## config.mk

```make
export PLATFORM = sky130hd
export DESIGN_NAME = seg_to_hex_capture
export DESIGN_NICKNAME = d
export VERILOG_FILES = /design/src/rtl/seg_to_hex_capture_pkg.sv /design/src/rtl/seg_to_hex_capture_decode.sv /design/src/rtl/seg_to_hex_capture.sv
export SDC_FILE = /design/constraint.sdc
export NUM_CORES = 1
export LEC_CHECK = 0
export ABC_AREA = 1
export BUFFER_PORTS_ARGS = -buffer_cell sky130_fd_sc_hd__buf_2
export CORE_UTILIZATION = 43
export DETAILED_ROUTE_END_ITERATION = 7
export PLACE_DENSITY = 0.76
export SLEW_MARGIN = 30
export SYNTH_ARGS = -nofsm -noshare
export SYNTH_HDL_FRONTEND = slang
export SYNTH_SLANG_ARGS = --single-unit
```

## constraint.sdc

```tcl
create_clock -name clk -period 3.5 [get_ports clk]
set_input_delay 0.175 -clock clk [delete_from_list [all_inputs] [get_ports clk]]
set_output_delay 0.175 -clock clk [all_outputs]
set_load 0.03 [all_outputs]
```

## src/rtl/seg_to_hex_capture_pkg.sv

```systemverilog
// Shared constants and types for the seven-segment capture block.
package seg_to_hex_capture_pkg;

  localparam int unsigned SEG_W   = 7;
  localparam int unsigned NIB_W   = 4;
  localparam int unsigned IDX_W   = 3;
  localparam int unsigned CNT_W   = 8;
  localparam int unsigned ERR_W   = 8;
  localparam int unsigned NUM_PAT = 16;

  // Active-low g..a patterns; entry n decodes to nibble n.
  localparam logic [NUM_PAT-1:0][SEG_W-1:0] SEG_PATTERNS = {
    7'b0001110,  // F
    7'b0000110,  // E
    7'b0100001,  // D
    7'b0100111,  // C
    7'b0000011,  // B
    7'b0001000,  // A
    7'b0010000,  // 9
    7'b0000000,  // 8
    7'b1111000,  // 7
    7'b0000010,  // 6
    7'b0010010,  // 5
    7'b0011001,  // 4
    7'b0110000,  // 3
    7'b0100100,  // 2
    7'b1111001,  // 1
    7'b1000000   // 0
  };

  localparam logic [SEG_W-1:0] SEG_BLANK = 7'b1111111;

  typedef struct packed {
    logic [IDX_W-1:0] digit;
    logic [NIB_W-1:0] hex;
    logic             err;
  } upd_event_t;

endpackage

```

## src/rtl/seg_to_hex_capture_decode.sv

```systemverilog
// Combinational seven-segment pattern to nibble decoder with match flag.
module seg_pattern_decode
  import seg_to_hex_capture_pkg::*;
(
  input  logic [SEG_W-1:0] pattern,
  output logic [NIB_W-1:0] nibble_c,
  output logic             match_c
);

  always_comb begin
    nibble_c = '0;
    match_c  = 1'b0;
    for (int i = 0; i < NUM_PAT; i++) begin
      if (pattern == SEG_PATTERNS[i]) begin
        nibble_c = NIB_W'(i);
        match_c  = 1'b1;
      end
    end
  end

endmodule

```

## src/rtl/seg_to_hex_capture.sv

```systemverilog
// Captures multiplexed seven-segment digits into nibbles with a 1-deep update slot.
// Optional saturating error counter enabled by SEG_CAPTURE_ERR_COUNT_EN.
module seg_to_hex_capture
  import seg_to_hex_capture_pkg::*;
#(
  parameter int unsigned NUM_DIGITS    = 4,
  parameter int unsigned STABLE_CYCLES = 4
) (
  input  logic                    clk,
  input  logic                    rst,
  input  logic [SEG_W-1:0]        seg_in,
  input  logic [NUM_DIGITS-1:0]   dig_sel,
  output logic [4*NUM_DIGITS-1:0] hex_out,
  output logic [NUM_DIGITS-1:0]   digit_valid,
  output logic                    upd_valid,
  input  logic                    upd_ready,
  output logic [IDX_W-1:0]        upd_digit,
  output logic [NIB_W-1:0]        upd_hex,
  output logic                    upd_err,
  output logic                    overflow,
  output logic [ERR_W-1:0]        err_cnt
);

  logic [SEG_W-1:0]      samp_seg;
  logic [NUM_DIGITS-1:0] samp_sel;
  logic [CNT_W-1:0]      stable_cnt;
  logic                  in_onehot_c;
  logic                  samp_onehot_c;
  logic                  commit_c;
  logic [IDX_W-1:0]      idx_c;
  logic [NIB_W-1:0]      nibble_c;
  logic                  match_c;
  upd_event_t            slot_q;

  assign in_onehot_c   = (dig_sel != '0) &&
                         ((dig_sel & (dig_sel - NUM_DIGITS'(1))) == '0);
  assign samp_onehot_c = (samp_sel != '0) &&
                         ((samp_sel & (samp_sel - NUM_DIGITS'(1))) == '0);
  // Counter reaches STABLE_CYCLES-1 exactly once per run, then saturates above it.
  assign commit_c      = samp_onehot_c && (stable_cnt == CNT_W'(STABLE_CYCLES - 1));

  always_comb begin
    idx_c = '0;
    for (int i = 0; i < NUM_DIGITS; i++) begin
      if (samp_sel[i]) idx_c = IDX_W'(i);
    end
  end

  seg_pattern_decode u_decode (
    .pattern  (samp_seg),
    .nibble_c (nibble_c),
    .match_c  (match_c)
  );

  // Sample stage and stability counter.
  always_ff @(posedge clk) begin
    if (rst) begin
      samp_seg   <= '0;
      samp_sel   <= '0;
      stable_cnt <= '0;
    end else begin
      samp_seg <= seg_in;
      samp_sel <= dig_sel;
      if (!in_onehot_c || seg_in != samp_seg || dig_sel != samp_sel) begin
        stable_cnt <= '0;
      end else if (stable_cnt != CNT_W'(STABLE_CYCLES)) begin
        stable_cnt <= stable_cnt + CNT_W'(1);
      end
    end
  end

  // Per-digit decoded storage; undecodable patterns only drop the valid bit.
  always_ff @(posedge clk) begin
    if (rst) begin
      hex_out     <= '0;
      digit_valid <= '0;
    end else if (commit_c) begin
      for (int i = 0; i < NUM_DIGITS; i++) begin
        if (samp_sel[i]) begin
          if (match_c) hex_out[4*i +: 4] <= nibble_c;
          digit_valid[i] <= match_c;
        end
      end
    end
  end

  // Update slot: loads when empty or being drained in the same cycle.
  always_ff @(posedge clk) begin
    if (rst) begin
      slot_q    <= '0;
      upd_valid <= 1'b0;
      overflow  <= 1'b0;
    end else begin
      if (commit_c && (!upd_valid || upd_ready)) begin
        upd_valid <= 1'b1;
        slot_q    <= '{digit: idx_c, hex: (match_c ? nibble_c : '0), err: !match_c};
      end else if (upd_valid && upd_ready) begin
        upd_valid <= 1'b0;
      end
      if (commit_c && upd_valid && !upd_ready) overflow <= 1'b1;
    end
  end

  assign upd_digit = slot_q.digit;
  assign upd_hex   = slot_q.hex;
  assign upd_err   = slot_q.err;

`ifdef SEG_CAPTURE_ERR_COUNT_EN
  logic [ERR_W-1:0] err_cnt_q;

  always_ff @(posedge clk) begin
    if (rst) begin
      err_cnt_q <= '0;
    end else if (commit_c && !match_c && err_cnt_q != '1) begin
      err_cnt_q <= err_cnt_q + ERR_W'(1);
    end
  end

  assign err_cnt = err_cnt_q;
`else
  assign err_cnt = '0;
`endif

endmodule
```

==> results of run 1 <==
## worst register-to-register path, stage by stage (launching register included)
cell     delay, ns
dfxtp_1       0.36
nor2_1        0.24
nand2_2       0.12
inv_1         0.10
nand4_1       0.15
nand2_1       0.13
nor2_2        0.06
nand2_2       0.21
nand2_1       0.20
nand2_1       0.11
nand2_1       0.05
nor2_1        0.09
## kinds of logic (layout without fill, tap and decap cells)
family	Yosys count	in the layout
and+or+nand+nor	175	175
buffers and inverters	60	95
AOI/OAI and AO/OA	51	51
DFF	48	48
xor gates and xnor gates	7	7
adders and majority gates	2	2
other	1	9
## power by group through the flow
stage | combinational, mW | sequential, mW | clock (mW)
floorplan | 0.0917 | 0.573 | 0
finish | 0.107 | 0.563 | 0.399
detailed placement | 0.106 | 0.575 | 0
global route | 0.120 | 0.564 | 0.423
global placement | 0.105 | 0.575 | 0
CTS | 0.106 | 0.563 | 0.406
## cells in the final DEF, fill, tap and decap left out, types with 4 or more instances in the layout
cell type   n
o22ai_1     7
clkbuf_8    5
nand2_1    62
nand2_2     4
inv_1      43
a21oi_1    29
nor2_1     73
nand3_1    14
conb_1      9
nor2_2      5
buf_2      42
nor3_1      4
dfxtp_1    48
o21ai_0    10
nand4_1     8
xor2_1      4
## worst paths after layout
path                                endpoint  cells after the start  slack, ns                       start
setup / recovery     hex_out[0]$_SDFFE_PP0P_                     11       1.62      samp_seg[6]$_SDFF_PP0_
hold / removal        samp_seg[5]$_SDFF_PP0_                      3       0.09                   seg_in[5]
setup reg to reg     hex_out[0]$_SDFFE_PP0P_                     11       1.62      samp_seg[6]$_SDFF_PP0_
hold reg to reg   stable_cnt[7]$_SDFFE_PP0P_                      2       0.47  stable_cnt[7]$_SDFFE_PP0P_
## flip-flops by register name, summed over array words and instances, names as in the netlist
name	flops
digit_valid	4
upd_hex	4
hex_out	16
overflow	1
stable_cnt	8
upd_err	1
samp_sel	4
samp_seg	7
upd_digit	2
upd_valid	1
## metal layers
| metal | wire length, um | up-vias | global-route usage |
|---|---|---|---|
| met5 | 0 | - | 0 |
| met4 | 111 | 0 | 0.0846 |
| met3 | 262 | 10 | 0.0263 |
| met2 | 2520 | 70 | 0.351 |
| met1 | 2380 | 997 | 0.248 |
| li1 | - | 1152 | - |
## final cells by class
| class | count | share of cell area |
|---|---|---|
| Clock buffer | 5 | 0.0256 |
| Clock inverter | 3 | 0.0158 |
| Inverter | 45 | 0.0627 |
| Multi-Input combinational cell | 244 | 0.428 |
| Sequential cell | 48 | 0.357 |
| Tap cell | 70 | 0.0325 |
| Timing Repair Buffer | 42 | 0.0781 |
## metrics by stage
stage	setup WS, ns	cell area, um2	total power [mW]	util	hold WS (ns)
2_1_floorplan	1.96	2380	0.664	-	0.282
3_3_place_gp	1.71	2580	0.680	0.496	0.398
3_5_place_dp	1.68	2580	0.681	0.496	0.410
4_1_cts	1.67	2690	1.07	0.517	0.0896
5_1_grt	1.38	2690	1.11	0.517	0.107
6_report	1.62	2690	1.07	0.517	0.0943
==> results.md, run 1 <==
- DR pass1 iterations: 5
- Routed WL: 5270 um
- DR iter-0 viols: between 100 and 150
- Overall Global Routing Usage: 0.201
- Final Hold Vio Count: 0
- Clk buf depth: 2
- Max VDD drop: 134 uV
- Leading cell type by number of instances after synthesis: nor2_1
- Ant diodes: 0
- Avg Inst Size Synth: between 6 and 7 um2
- Number of distinct library cells after synthesis: 29
- FMAX: 0.532 GHz
- Leading area contributor after synthesis: dfxtp_1
- Tcrit/Tclk final: 0.537
- Synth warn: 0
- Comb power frac: 0.100
- Max-Cap Viols: 0
- Num rows: 26
- CTS tree: yes
- Main combinational cell family by area after synthesis: simple AND/OR/NAND/NOR gates
- Syn-to-layout area delta: 14.4%
- Compound-Gate Fraction of Synth Area: 0.117
- Number of global-route vias before repair: 2122
- IO buf count: 42
- Die height: roughly 76 um
- Postcts setup bufs: 0
- Area contributors post-synth: dfxtp_1 (41%), nor2_1 (12%), nand2_1 (9.9%), inv_1 (6.9%), a21oi_1 (6.2%)
- Avg Vias per Cell: about 4.9
- Top cells by count, synth: nor2_1 (73), nand2_1 (62), dfxtp_1 (48), inv_1 (43), a21oi_1 (29)
- Synth top area share: 0.408
- Critical path's top delay family: simple AND/OR/NAND/NOR gates
- GP Congestion: 0.831
- Reg power frac: 0.526
- Worst min path class: input port to register
- Top FF cell, synth: dfxtp_1
- Max incr delay on CP: between 0.3 and 0.4 ns
- Clock sink count: 48
- Static Leak: 1.30 nW
- Share of cells above drive strength 1: 0.173
- Sequential area share after synthesis: 0.408
- CP bufs+invs: 1
- Seq. cell area: 961 um2
- Initial Util: 0.452
- Non-Filler Instances: 457
- Power Density: 397 nW/um2
- Critical path class: register to register
- Max H-tree Level: 2
- Int Pwr: 0.793 mW
- Setup Skew: 0.0109 ns
- Setup_tns: 0 ns
- NetSw: 0.276 mW
- Post-route ant nets: 0
- Unrepaired setup endpoints after global routing: no
- Final setup violation count: 0
- Seq cells post-synth: 48
- Worst-path cell chain: nor2_1, nand2_2, inv_1, nand4_1, nand2_1, nor2_2, nand2_2, nand2_1, nand2_1, nand2_1, nor2_1
- Critical path's slowest cell: dfxtp_1
- Initial antenna violation count: 0
- Tmin final: about 1.9 ns
- Most used cell, CP: nand2_1
- CP Max Fanout: 13
- Largest net degree at the start of global routing: 26
- Placeable Area: ~5200 um2
- Post-synthesis adder-cell area fraction: 0.0106
- Post-DP HPWL: ~4000 um
- Critical path launch point type: register
- First-pass GRT wire length: about 9400 um
- Slew Viols, Final: 0
- Filler instances: about 520
- CTS Root Cell: clkbuf_8
- Status: finished, final reports clean
- Post-synthesis async set-or-reset flop share: 0
- Hold buffers post-CTS: 0
- Clock network power share: 0.374
- Mux share of post-synthesis cell area: 0
- Synth Area in Simple Gates: 0.322
- Multi-input logic area: 1150 um2
- Chip Width: around 76 um
- Synth Area in XOR/XNOR: 0.0260
- EDFF count, synth: 0
- Grt ovf: 0
- Post-CTS sizing: 0
- Die footprint: roughly 5800 um2
- Mapped Cells: 344
- DR WL/cell: 11.5 um
- Crit path DAT: 2.13 ns
- Clk slew on worst S/H paths: 0.09 ns
- CTS buffer count: 5
- Critical Path RT: 3.75 ns
- Nets: 402
- Worst Setup End Kind: register
- Inst Count DP: 449
- Sw Ratio: 0.258
- Via count: around 2.2k
- Drt drc: 0
- Ports: 52
- Synthesized cell area: ~2400 um2
- Clk_lat worst skew: 0.31 ns
Power figures use the tool's default switching activity.
==> run 2: changes to the inputs <==
- clock period: 3.5 -> 1.9 ns (I/O delays scaled with it)
==> results.md, run 2 (synthesis results as in run 1) <==
- Post-route ant nets: 0
- Largest regs: hex_out: 16 flops, stable_cnt: 8 flops, samp_seg: 7 flops
- Critical path's top delay family: simple AND/OR/NAND/NOR gates
- DR WL/cell: 12.1 um
- Cell area after layout: 2780 um2
- Crit path DAT: ~1.9 ns
- Die height: 76.0 um
- Overall Global Routing Usage: 0.205
- Ports: 52
- Avg Vias per Cell: 4.91
- Share of cells above drive strength 1: 0.214
- Number of flip-flops in the largest register: 16
- Nets: between 400 and 500
- Max-Cap Viols: 0
- IO buf count: 42
- Via count: 2272
- Die footprint: 5770 um2
- Drt drc: 0
- Reg-to-Reg Start: samp_seg[2]$_SDFF_PP0_
- Clk buf depth: 2
- First-pass GRT wire length: 9630 um
- Initial antenna violation count: 0
- CTS buffer count: 5
- Max Used Layer: met4
- Placed cell areas: approximately 2600 um2
- Setup Skew: around 0.0067 ns
- Depth of the most critical reg-to-reg path: 11
- Number of global-route vias before repair: 2159
- CTS tree: yes
- Critical path launch point type: register
- Final setup violation count: 0
- DR iter-0 viols: 166
- GP Congestion: 0.882
- Worst r2r dst: hex_out[1]$_SDFFE_PP0P_
- Post-DP HPWL: 4240 um
- Slew Viols, Final: 0
- DR pass1 iterations: 4
- Critical Path Stages: 11
- Hold buffers post-CTS: 0
- Static Leak: 1.33 nW
- Num rows: 26
- Clock sink count: 48
- Non-Filler Instances: around 460
- Max incr delay on CP: 0.47 ns
- Ant diodes: 0
- Worst hold path endpoint: samp_seg[3]$_SDFF_PP0_
- Power Density: 710 nW/um2
- Worst Setup End Kind: register
- CP bufs+invs: 1
- R2r setup slk: 0.16 ns
- Grt ovf: 0
- Met1 Routed Length: 2410 um
- Routed WL: ~5600 um
- CTS Root Cell: clkbuf_8
- Cell depth of the worst hold path: 3
- Clk_lat worst skew: 0.29 ns
- Max H-tree Level: 2
- Inst Count DP: roughly 450
- Most used cell, CP: nand2_1
- Critical Path RT: 2.09 ns
- Status: finished, final reports clean
- Commonest non-fill, non-tap cell in the layout: nor2_1
- Tmin final: 1.74 ns
- Filler instances: 512
- Initial Util: 0.452
- Worst min path class: input port to register
- Tcrit/Tclk final: 0.918
- Critical path class: register to register
- Largest net degree at the start of global routing: 22
- Placeable Area: 5200 um2
- Clk slew on worst S/H paths: 0.08 ns
- Wire length on met3: ~280 um
- Max VDD drop: 373 uV
- CP Max Fanout: 13
- Critical path's slowest cell: dfxtp_1
- Largest register by flop count: hex_out
- Syn-to-layout area delta: 17.9%
- Commonest non-fill, non-tap cells in the layout: nor2_1 (69), nand2_1 (59), dfxtp_1 (46)
- FMAX: 0.574 GHz
- Final Hold Vio Count: 0
- Chip Width: 76.0 um
- Worst-path cell chain: inv_1, nand2_1, nor2_1, o21ai_1, nand3_2, nor2_2, nand2_4, nand2_2, nand2_1, nand2_1, nor2_1
- Min-delay src: seg_in[3]
- Met2 wire length: roughly 2800 um
## run 2: final cells by class
class,instances,area [um2],area share
Tap cell,70,87.6,0.0316
Timing Repair Buffer,48,255,0.0920
Clock buffer,5,68.8,0.0248
Clock inverter,3,42.5,0.0153
Inverter,45,169,0.0609
Sequential cell,48,963,0.347
Multi-Input combinational cell,244,1190,0.428
## run 2: worst max-delay path by stage
stage	startpoint	endpoint
floorplan	stable_cnt[0]$_SDFFE_PP0P_	hex_out[8]$_SDFFE_PP0P_
global placement	samp_seg[6]$_SDFF_PP0_	hex_out[0]$_SDFFE_PP0P_
detailed placement	samp_seg[3]$_SDFF_PP0_	hex_out[4]$_SDFFE_PP0P_
CTS	samp_seg[3]$_SDFF_PP0_	hex_out[4]$_SDFFE_PP0P_
global route	stable_cnt[1]$_SDFFE_PP0P_	hex_out[12]$_SDFFE_PP0P_
finish	samp_seg[2]$_SDFF_PP0_	hex_out[1]$_SDFFE_PP0P_
## run 2: metal layers
metal / GRT usage / up-vias
li1: - / 1169
met5: 0 / -
met2: 0.352 / 60
met4: 0.0981 / 0
met3: 0.0395 / 13
met1: 0.247 / 1030
## run 2: repair_timing
action,4_1_cts,5_1_grt
resized for setup,0,13
buffers inserted,0,2
setup endpoints to repair,0,24
## run 2: where the power goes
part           switching (mW)  internal (mW)  leakage [nW]
clock network           0.334          0.390        0.0541
logic                   0.152         0.0589         0.885
registers              0.0190           1.02         0.390
total                   0.505           1.47          1.33
## run 2: worst reg2reg max path, cell delays in order, from the launching register on
cell and delay [ns]:
dfxtp_1 0.47, inv_1 0.09, nand2_1 0.07, nor2_1 0.07, o21ai_1 0.17, nand3_2 0.12
nor2_2 0.18, nand2_4 0.16, nand2_2 0.15, nand2_1 0.06, nand2_1 0.05, nor2_1 0.05
## run 2: metrics by stage
stage          setup WS [ns]   util  setup TNS, ns  power [mW]  hold slack [ns]
4_1_cts               0.0281  0.523              0        1.97           0.0195
2_1_floorplan          0.360      -              0        1.22            0.202
3_3_place_gp           0.149  0.502              0        1.26            0.324
3_5_place_dp          0.0431  0.502              0        1.26            0.330
6_report               0.157  0.533              0        1.97           0.0200
5_1_grt              -0.0263  0.533        -0.0538        2.05           0.0332
